<file path="config.mk">
export PLATFORM = sky130hd
export DESIGN_NAME = sdr_ch3_arbiter
export DESIGN_NICKNAME = d
export VERILOG_FILES = /design/src/rtl/xain_pkg.sv /design/src/rtl/sdr_req_tracker.sv /design/src/rtl/sdr_ch3_arbiter.sv
export SDC_FILE = /design/constraint.sdc
export NUM_CORES = 1
export LEC_CHECK = 0
export ABC_AREA = 0
export BUFFER_PORTS_ARGS = -buffer_cell sky130_fd_sc_hd__buf_2
export CORE_ASPECT_RATIO = 1.4
export CORE_MARGIN = 4
export CORE_UTILIZATION = 49
export CTS_CLUSTER_SIZE = 10
export DETAILED_ROUTE_END_ITERATION = 12
export PLACE_DENSITY_LB_ADDON = 0.2
export REMOVE_ABC_BUFFERS = 1
export SYNTH_ARGS = -nofsm -noshare
export SYNTH_HDL_FRONTEND = slang
export SYNTH_HIERARCHICAL = 1
export SYNTH_SLANG_ARGS = --single-unit
</file>
<file path="constraint.sdc">
create_clock -name clk -period 6.3 [get_ports clk]
set_clock_uncertainty 0.15 [all_clocks]
set_input_delay 0 -clock clk [delete_from_list [all_inputs] [get_ports clk]]
set_output_delay 0 -clock clk [all_outputs]
set_load 0.05 [all_outputs]
</file>
<file path="src/rtl/xain_pkg.sv">
// Shared types and defaults for the XSleena SDRAM channel-3 arbitration slice.
// Owner encoding doubles as the external owner port value.
package xain_pkg;

    typedef enum logic [1:0] {
        OWN_NONE,
        OWN_ROM,
        OWN_BG2,
        OWN_MAP
    } ch3_owner_t;

    typedef enum logic {
        ARB_IDLE,
        ARB_WAIT
    } ch3_arb_state_t;

    localparam int CH3_TIMEOUT_DEF = 64;

endpackage

</file>
<file path="src/rtl/sdr_req_tracker.sv">
// Toggle/ack handshake tracker for one ch3 requester: exposes the pending bit
// and turns the arbiter's completion strobe into a registered one-cycle rdy.
module sdr_req_tracker (
    input  logic clk,
    input  logic RSTn,
    input  logic req,
    input  logic done,
    output logic pending,
    output logic rdy
);

    logic ack;

    // NOTE: sequential state uses non-blocking assignments so every flop samples pre-edge values.
    always_ff @(posedge clk) begin
        if (!RSTn) begin
            // Ack follows req through reset so nothing is pending afterwards.
            ack <= req;
            rdy <= 1'b0;
        end else begin
            rdy <= done;
            if (done) begin
                ack <= req;
            end
        end
    end

    assign pending = req ^ ack;

endmodule

</file>
<file path="src/rtl/sdr_ch3_arbiter.sv">
// Registered one-owner-at-a-time sequencer for SDRAM ch3: ROM download writes,
// BG2 tile reads and tilemap reads, with round-robin between reads and a watchdog.
module sdr_ch3_arbiter
    import xain_pkg::*;
#(
    parameter int TIMEOUT = CH3_TIMEOUT_DEF,
    parameter int ADDR_W  = 25
) (
    input  logic              clk,
    input  logic              RSTn,
    input  logic              dl_active,
    input  logic [ADDR_W-1:0] rom_addr,
    input  logic [15:0]       rom_din,
    input  logic [1:0]        rom_be,
    input  logic              rom_req,
    output logic              rom_rdy,
    input  logic [ADDR_W-1:0] bg2_addr,
    input  logic              bg2_req,
    output logic [15:0]       bg2_dout,
    output logic              bg2_rdy,
    input  logic [ADDR_W-1:0] map_addr,
    input  logic              map_req,
    output logic [15:0]       map_dout,
    output logic              map_rdy,
    output logic [ADDR_W-2:0] sdr_addr,
    output logic [15:0]       sdr_din,
    output logic [1:0]        sdr_be,
    output logic              sdr_rnw,
    output logic              sdr_req,
    input  logic [15:0]       sdr_dout,
    input  logic              sdr_rdy,
    output logic [1:0]        owner,
    output logic              timeout_err
);

    localparam logic [7:0] WD_LAST = 8'(TIMEOUT - 1);

    ch3_arb_state_t state;
    ch3_owner_t     owner_q;
    ch3_owner_t     rr_last;
    ch3_owner_t     win;
    logic [7:0]     wd_cnt;
    logic           rom_pend, bg2_pend, map_pend;
    logic           finish;
    logic           unused_addr_lsbs;

    // Byte-address LSBs have no meaning on the 16-bit word-addressed SDRAM side.
    assign unused_addr_lsbs = ^{rom_addr[0], bg2_addr[0], map_addr[0]};

    assign finish = (state == ARB_WAIT) && (sdr_rdy || (wd_cnt == WD_LAST));
    assign owner  = owner_q;

    sdr_req_tracker u_rom_trk (
        .clk(clk), .RSTn(RSTn), .req(rom_req),
        .done(finish && (owner_q == OWN_ROM)), .pending(rom_pend), .rdy(rom_rdy)
    );

    sdr_req_tracker u_bg2_trk (
        .clk(clk), .RSTn(RSTn), .req(bg2_req),
        .done(finish && (owner_q == OWN_BG2)), .pending(bg2_pend), .rdy(bg2_rdy)
    );

    sdr_req_tracker u_map_trk (
        .clk(clk), .RSTn(RSTn), .req(map_req),
        .done(finish && (owner_q == OWN_MAP)), .pending(map_pend), .rdy(map_rdy)
    );

    // NOTE: win gets a default before any branch so no latch is inferred.
    always_comb begin
        win = OWN_NONE;
        if (dl_active) begin
            if (rom_pend) win = OWN_ROM;
        end else if (bg2_pend && map_pend) begin
            win = (rr_last == OWN_MAP) ? OWN_BG2 : OWN_MAP;
        end else if (bg2_pend) begin
            win = OWN_BG2;
        end else if (map_pend) begin
            win = OWN_MAP;
        end
    end

    always_ff @(posedge clk) begin
        if (!RSTn) begin
            state       <= ARB_IDLE;
            owner_q     <= OWN_NONE;
            rr_last     <= OWN_MAP;
            wd_cnt      <= 8'd0;
            sdr_addr    <= '0;
            sdr_din     <= 16'h0000;
            sdr_be      <= 2'b11;
            sdr_rnw     <= 1'b1;
            sdr_req     <= 1'b0;
            bg2_dout    <= 16'h0000;
            map_dout    <= 16'h0000;
            timeout_err <= 1'b0;
        end else begin
            unique case (state)
                ARB_IDLE: begin
                    if (win != OWN_NONE) begin
                        owner_q <= win;
                        sdr_req <= ~sdr_req;
                        sdr_din <= rom_din;
                        wd_cnt  <= 8'd0;
                        state   <= ARB_WAIT;
                        unique case (win)
                            OWN_ROM: begin
                                sdr_addr <= rom_addr[ADDR_W-1:1];
                                sdr_be   <= rom_be;
                                sdr_rnw  <= 1'b0;
                            end
                            OWN_BG2: begin
                                sdr_addr <= bg2_addr[ADDR_W-1:1];
                                sdr_be   <= 2'b11;
                                sdr_rnw  <= 1'b1;
                            end
                            default: begin
                                sdr_addr <= map_addr[ADDR_W-1:1];
                                sdr_be   <= 2'b11;
                                sdr_rnw  <= 1'b1;
                            end
                        endcase
                    end
                end
                ARB_WAIT: begin
                    if (sdr_rdy) begin
                        if (owner_q == OWN_BG2) bg2_dout <= sdr_dout;
                        if (owner_q == OWN_MAP) map_dout <= sdr_dout;
                        if (owner_q != OWN_ROM) rr_last <= owner_q;
                        owner_q <= OWN_NONE;
                        state   <= ARB_IDLE;
                    end else if (wd_cnt == WD_LAST) begin
                        // Abort: requester still gets its rdy, reads see all-ones.
                        timeout_err <= 1'b1;
                        if (owner_q == OWN_BG2) bg2_dout <= 16'hFFFF;
                        if (owner_q == OWN_MAP) map_dout <= 16'hFFFF;
                        owner_q <= OWN_NONE;
                        state   <= ARB_IDLE;
                    end else begin
                        wd_cnt <= wd_cnt + 8'd1;
                    end
                end
                default: state <= ARB_IDLE;
            endcase
        end
    end

endmodule

</file>
Word level (Yosys, flattened, before mapping) --
Cells that the tools add are included.
Storage, ports and cells: bits in registers 96, bits in latches 0, memory bits (writable) 0, ROM bits 0, input port bits 116, output and inout bits 82, memories kept 0
Cells by class: $add $sub $neg 1, multipliers 0, divide/modulo/power cells 0, $lt $le $gt $ge 0, equality and inequality tests 15, shift-type cells 0, muxes and demuxes 35, bitwise logic cells 6, reductions and logical operators 15
Operator list (count):
- 16-bit 2-to-1 mux | 8
- 24-bit case mux with 2 select lines | 1
- 8-bit 2-to-1 mux | 3
- 2-bit 2-to-1 mux | 8
- 8-bit case mux with 2 select lines | 1
- 3-bit AND reduction | 5
- 1-bit 2-to-1 mux | 12
- 8-bit by 1-bit adder with 8-bit output, second input constant | 1
- 2-bit equality test, second input constant | 4
- 8-bit by 6-bit equality test with 1-bit output, second input constant | 1
- 2-bit by 1-bit != test with 1-bit output, second input constant | 4
- 2-bit != test, second input constant | 3
- 1-bit logical AND | 5
- 2-bit by 1-bit equality test with 1-bit output, second input constant | 2
- 2-bit case mux with 2 select lines | 1
- 2-bit AND reduction | 2
- 2-bit nonzero test | 2
- 3-bit by 2-bit != test with 1-bit output, second input constant | 1
- 1-bit inverter | 3
- 1-bit bitwise XOR | 3
- 1-bit case mux with 2 select lines | 1
- 1-bit logical OR | 1

Logic depth before layout (Yosys ltp) --
depth in word-level cells 8, depth in mapped cells 11, mapped depth without buffers 10

Hierarchy --
The synthesis kept the hierarchy.
Modules (own cells, without submodules):
- sdr_ch3_arbiter | instances 1, cells each 443, area each 3806.2 µm², seq. area each 1801.7 µm²
- sdr_req_tracker | instances 3, cells each 5, area each 71.3 µm², seq. area each 50.0 µm²

Worst setup path before layout --
Ideal clock, no wire load.
path type reg2reg, start reg u_bg2_trk.ack, end reg wd_cnt[4], library setup time 0.128 ns, data arrival time 2.067 ns, required time 6.022 ns, path slack 3.955 ns, stages on the path, launching flop included 12, path through edfxtp_1 -> xor2_1 -> nand3_1 -> nand2_1 -> o21ai_0 -> inv_1 -> ha_1 -> or2_2 -> buf_2 -> buf_1 -> a32oi_1 -> nor2_1
On the way: cells in the longest elaborated chain, start to end 7, elaborated cells on any way between the ends 8, those cells by class 1 x eq/ne; 3 x mux; 1 x bitwise; 3 x reduce/logical
Ends and longest elaborated chain:
- start, declared | RTL line sdr_req_tracker.sv:12 | logic ack;
- start signal, assigned | RTL line sdr_req_tracker.sv:18 | ack <= req;
- start signal, assigned | RTL line sdr_req_tracker.sv:23 | ack <= req;
- 1-bit bitwise XOR * | RTL line sdr_req_tracker.sv:28 | assign pending = req ^ ack;
- via bg2_pend | RTL line sdr_ch3_arbiter.sv:43 | logic rom_pend, bg2_pend, map_pend;
- 2-bit 2-to-1 mux or 1-bit logical AND (tied branches) | RTL line sdr_ch3_arbiter.sv:75, sdr_ch3_arbiter.sv:73
- 2-bit 2-to-1 mux * | RTL line sdr_ch3_arbiter.sv:73 | end else if (bg2_pend && map_pend) begin
- 2-bit 2-to-1 mux * | RTL line sdr_ch3_arbiter.sv:71 | if (dl_active) begin
- 2-bit nonzero test * | RTL line sdr_ch3_arbiter.sv:99 | if (win != OWN_NONE) begin
- 2-bit != test (no source line) *
- 3-bit AND reduction (no source line) *
- end signal, assigned | RTL line sdr_ch3_arbiter.sv:139 | wd_cnt <= wd_cnt + 8'd1;
- end, declared | RTL line sdr_ch3_arbiter.sv:42 | logic [7:0] wd_cnt;
Mark *: on every way through the listed nets, which the timed path passes. The rest lies on a longest branch. A chain may end at the register's enable or synchronous reset.

Final worst setup path --
start reg u_bg2_trk.ack, end reg sdr_addr[17]
On the way: cells in the longest elaborated chain, start to end 6, elaborated cells on any way between the ends 10, those cells by class 2 x eq/ne; 4 x mux; 1 x bitwise; 3 x reduce/logical
Ends and longest elaborated chain:
- 1-bit bitwise XOR * | RTL line sdr_req_tracker.sv:28
- via bg2_pend | RTL line sdr_ch3_arbiter.sv:43
- 2-bit 2-to-1 mux or 1-bit logical AND (tied branches) | RTL line sdr_ch3_arbiter.sv:75, sdr_ch3_arbiter.sv:73
- 2-bit 2-to-1 mux * | RTL line sdr_ch3_arbiter.sv:73
- 2-bit 2-to-1 mux * | RTL line sdr_ch3_arbiter.sv:71
- 2-bit equality test (tied with other cells) | RTL line sdr_ch3_arbiter.sv:105 | unique case (win)
- 24-bit case mux with 2 select lines or 2-bit AND reduction (tied branches)
- end signal, assigned | RTL line sdr_ch3_arbiter.sv:107 | sdr_addr <= rom_addr[ADDR_W-1:1];
- end signal, assigned | RTL line sdr_ch3_arbiter.sv:112 | sdr_addr <= bg2_addr[ADDR_W-1:1];
- end signal, assigned | RTL line sdr_ch3_arbiter.sv:117 | sdr_addr <= map_addr[ADDR_W-1:1];
- end, declared | RTL line sdr_ch3_arbiter.sv:25 | output logic [ADDR_W-2:0] sdr_addr,
Marks and branches as above.

==> summary.json <==
{
  "power": {
    "intPower_uw": 972,
    "peakVddDrop_v": 0.000179,
    "seqPwrFrac_pct": 44.6,
    "power_frac_comb_pct": 30.6,
    "power.leakage_nw": 2.74,
    "clock_group_share_of_total_power_pct": 24.8,
    "power_density_mw_per_mm2": 252,
    "p_switching_uw": 540,
    "p_sw_share_pct": 35.7
  },
  "worst_setup_path": {
    "reg2reg_to": "sdr_addr[17]",
    "cp-start-kind": "flip-flop",
    "worst-r2r-setup-slack_ns": 2.65,
    "worstPathArrival_ns": 3.80,
    "timing.critical_path.from": "u_bg2_trk/ack",
    "timing.reg2reg.worst_path_depth": 10,
    "worstSetupEndpoint": "sdr_addr[17]",
    "worst_setup_path_end_kind": "flip-flop",
    "path_class": "flip-flop to flip-flop",
    "max_stage_delay_ns": 0.91,
    "rr_startpoint": "u_bg2_trk/ack",
    "cp_data_required_time_ns": 6.44,
    "crit_chain": "xor2_1, nand3_1, nand2_1, o21ai_0, ha_1, a22oi_1, o21ai_0, dlygate4sd3_1, nand2_1, a21oi_1",
    "critPathMaxFanout": 27,
    "crit_slowest_cell": "ha_1"
  },
  "final_layout": {
    "p_r_area_growth_vs_syn_pct": 49.0,
    "most-common-layout-cells": "194 x buf_2, 115 x nand2_1, 93 x dfxtp_1",
    "final_util_pct": 75.9,
    "insertedDiodeCount": 0,
    "finish.net_count": 833,
    "layout_commonest_cell": "buf_2",
    "drive_above_1_share_pct": 35.7
  },
  "yosys": {
    "synth-edff-count": 3,
    "synth.ff_latch_count": 96,
    "gate_count_of_the_mapped_netlist": 458,
    "synth_area_sq_mm": 0.00402,
    "ys.warnings.count": 6,
    "postSynth.asyncResetShare_pct": 0,
    "seq_total_area_yosys_pct": 48.6,
    "synth_cell_type_count": 48,
    "post_synth.cell_area_avg_sq_um": 8.78,
    "dominantRegCellSynth": "dfxtp_1"
  },
  "sta": {
    "grt_setup_unrepaired": "no",
    "relSlewSlack_pct": 18.7,
    "fmax_mhz": 274,
    "worst-slew-pin-transition_ns": 1.22,
    "final_min_period_over_clock_period_pct": 58.0,
    "final_hold_viol_count": 0,
    "timing_max_transition_violations_final": 0,
    "setup_tns_ns": 0,
    "finalHoldWorstSlack_ns": 0.0105,
    "period_minus_slack_ns": 3.65,
    "timing.final.setup_violations": 0
  },
  "floorplan": {
    "initial_core_util_pct": 50.9,
    "placeable_core_region_sq_mm": 0.00789,
    "core.rowCount": 38,
    "ios": 198,
    "die-width_um": 84.6,
    "floorplan.die_area_sq_mm": 0.00974,
    "die_y_um": 115
  },
  "placement": {
    "io_buffers": 194,
    "place_hpwl_um": 7850,
    "place.gp.congestion": 0.817
  },
  "worst_hold_path": {
    "min-delay-path-class": "input port to flip-flop"
  },
  "clock_tree": {
    "clkLatencyLatePin_ns": 0.36,
    "clock_pin_slew_on_the_worst_setup_and_hold_paths_ns": 0.09,
    "cts.path.max_buffers": 2,
    "cts-root-buf": "clkbuf_8",
    "h-tree-depth": 3,
    "cts.sink_count": 96,
    "cts_inserted_buffers": 9,
    "cts_tree": "built",
    "postCtsSetupRepairBufs": 0
  },
  "grt": {
    "grt_first_pass_wirelength_um": 21400,
    "number_of_global_route_vias_before_repair": 4504,
    "globalRoute.totalOverflow": 0,
    "maximum_number_of_pins_on_one_net_before_global_route_repair": 56,
    "grt_usage_pct": 26.9,
    "initial_antenna_violation_count": 0
  },
  "route": {
    "routed_wirelength_um": 13200,
    "route.detailed.drc": 0,
    "route.detailed.wl_per_inst_um": 16.1,
    "detail_route.vias_per_cell": 5.50,
    "antenna_left": 0,
    "initialDrtViolationCount": 257,
    "detail_route.first_pass.iterations": 5,
    "dr_total_vias": 4495
  },
  "flow_run": {
    "drv_cap": 0
  },
  "status": {
    "status": "completed"
  }
}
## final cells by class
class	instances	area [sq um]
clock buffers	11	141
clock inverters	5	41.3
fillers	543	1900
inverters	4	15.0
multi-input cells	320	1870
flip-flops and latches	96	1950
well taps	100	125
repair buffers	282	1840
## cell families after synthesis
group                      count (synthesis)  share of synthesized area, %
adders and majority gates                  4                          1.24
buffers and inverters                     42                          4.98
AOI/OAI and AO/OA                        145                          25.7
and+or+nand+nor                          165                          18.1
DFF                                       96                          48.6
muxes                                      2                         0.560
xor gates and xnor gates                   4                         0.872
## worst min-delay path by stage
stage	startpoint	to	slack, ns	depth (start not counted)
2_1_floorplan	RSTn	rr_last[1]	-0.08	1
3_3_place_gp	bg2_req	u_bg2_trk/ack	0.06	1
6_report	bg2_addr[6]	sdr_addr[5]	0.01	5
3_5_place_dp	bg2_req	u_bg2_trk/ack	0.06	1
5_1_grt	bg2_addr[6]	sdr_addr[5]	0.04	5
4_1_cts	bg2_addr[9]	sdr_addr[8]	0.006	5
## flip-flops by register name (all words and copies together), names as in the netlist, 2 cells and up
register and flops:
sdr_din 16, owner 2, map_dout 16, wd_cnt 8, rr_last 2, sdr_be 2, bg2_dout 16, sdr_addr 24
## worst max-delay path, delay by kind of cell, from the launching register on
family          cells  cell delay [ns]
compound gates      4             1.10
fa+ha+maj           1             0.91
buf+inv             1             0.62
flops               1             0.39
simple gates        3             0.21
xor+xnor            1             0.19
## per-layer routing
metal	routed length (um)	track usage, %	vias up	part of all wire, %
met1	5110	30.6	2080	39
met2	6690	48.3	246	51
met5	0	0	-	0
li1	-	-	2139	-
met3	1050	6.24	30	8.0
met4	342	11.1	0	2.6
## per-stage QoR
| step | std cells | instance area [sq um] | worst slack, ns | power, mW |
|---|---|---|---|---|
| floorplan | 420 | 3830 | 3.19 | 0.945 |
| global placement | 717 | 4960 | 3.48 | 1.06 |
| detailed placement | 717 | 4960 | 3.41 | 1.07 |
| CTS | 818 | 5990 | 2.94 | 1.51 |
| global route | 818 | 5990 | 2.49 | 1.59 |
| finish | 818 | 5990 | 2.65 | 1.51 |
## power by group through the flow
stage               combinational [mW]  clock [mW]  sequential, mW
global route                     0.499       0.410           0.679
finish                           0.462       0.375           0.674
global placement                 0.376           0           0.685
detailed placement               0.383           0           0.687
CTS                              0.449       0.383           0.673
floorplan                        0.137           0           0.809
## cell usage after synthesis, types with 3 or more instances
library cell  count  area share, %
nand2_1         115             11
dfxtp_1          93             46
a21oi_1          45            5.6
o221a_2          31            8.7
o21ai_0          30            3.7
a22oi_1          24            4.5
clkbuf_1         22            2.1
nor2_1           12            1.1
buf_2             9            1.1
nand3_1           9            1.1
nand2b_1          5           0.78
ha_1              4            1.2
inv_1             4           0.37
and2_1            3           0.47
edfxtp_1          3            2.2
nand4_1           3           0.47
nor3_1            3           0.37
nor3b_1           3           0.56
o21a_1            3           0.56
xor2_1            3           0.65
## repair_timing
action | 4_1_cts | 5_1_grt
hold endpoints to repair | 81 | 0
hold buffers | 85 | 0
resized for setup | 0 | 0
Note: power is estimated with default switching activity, not from simulation.
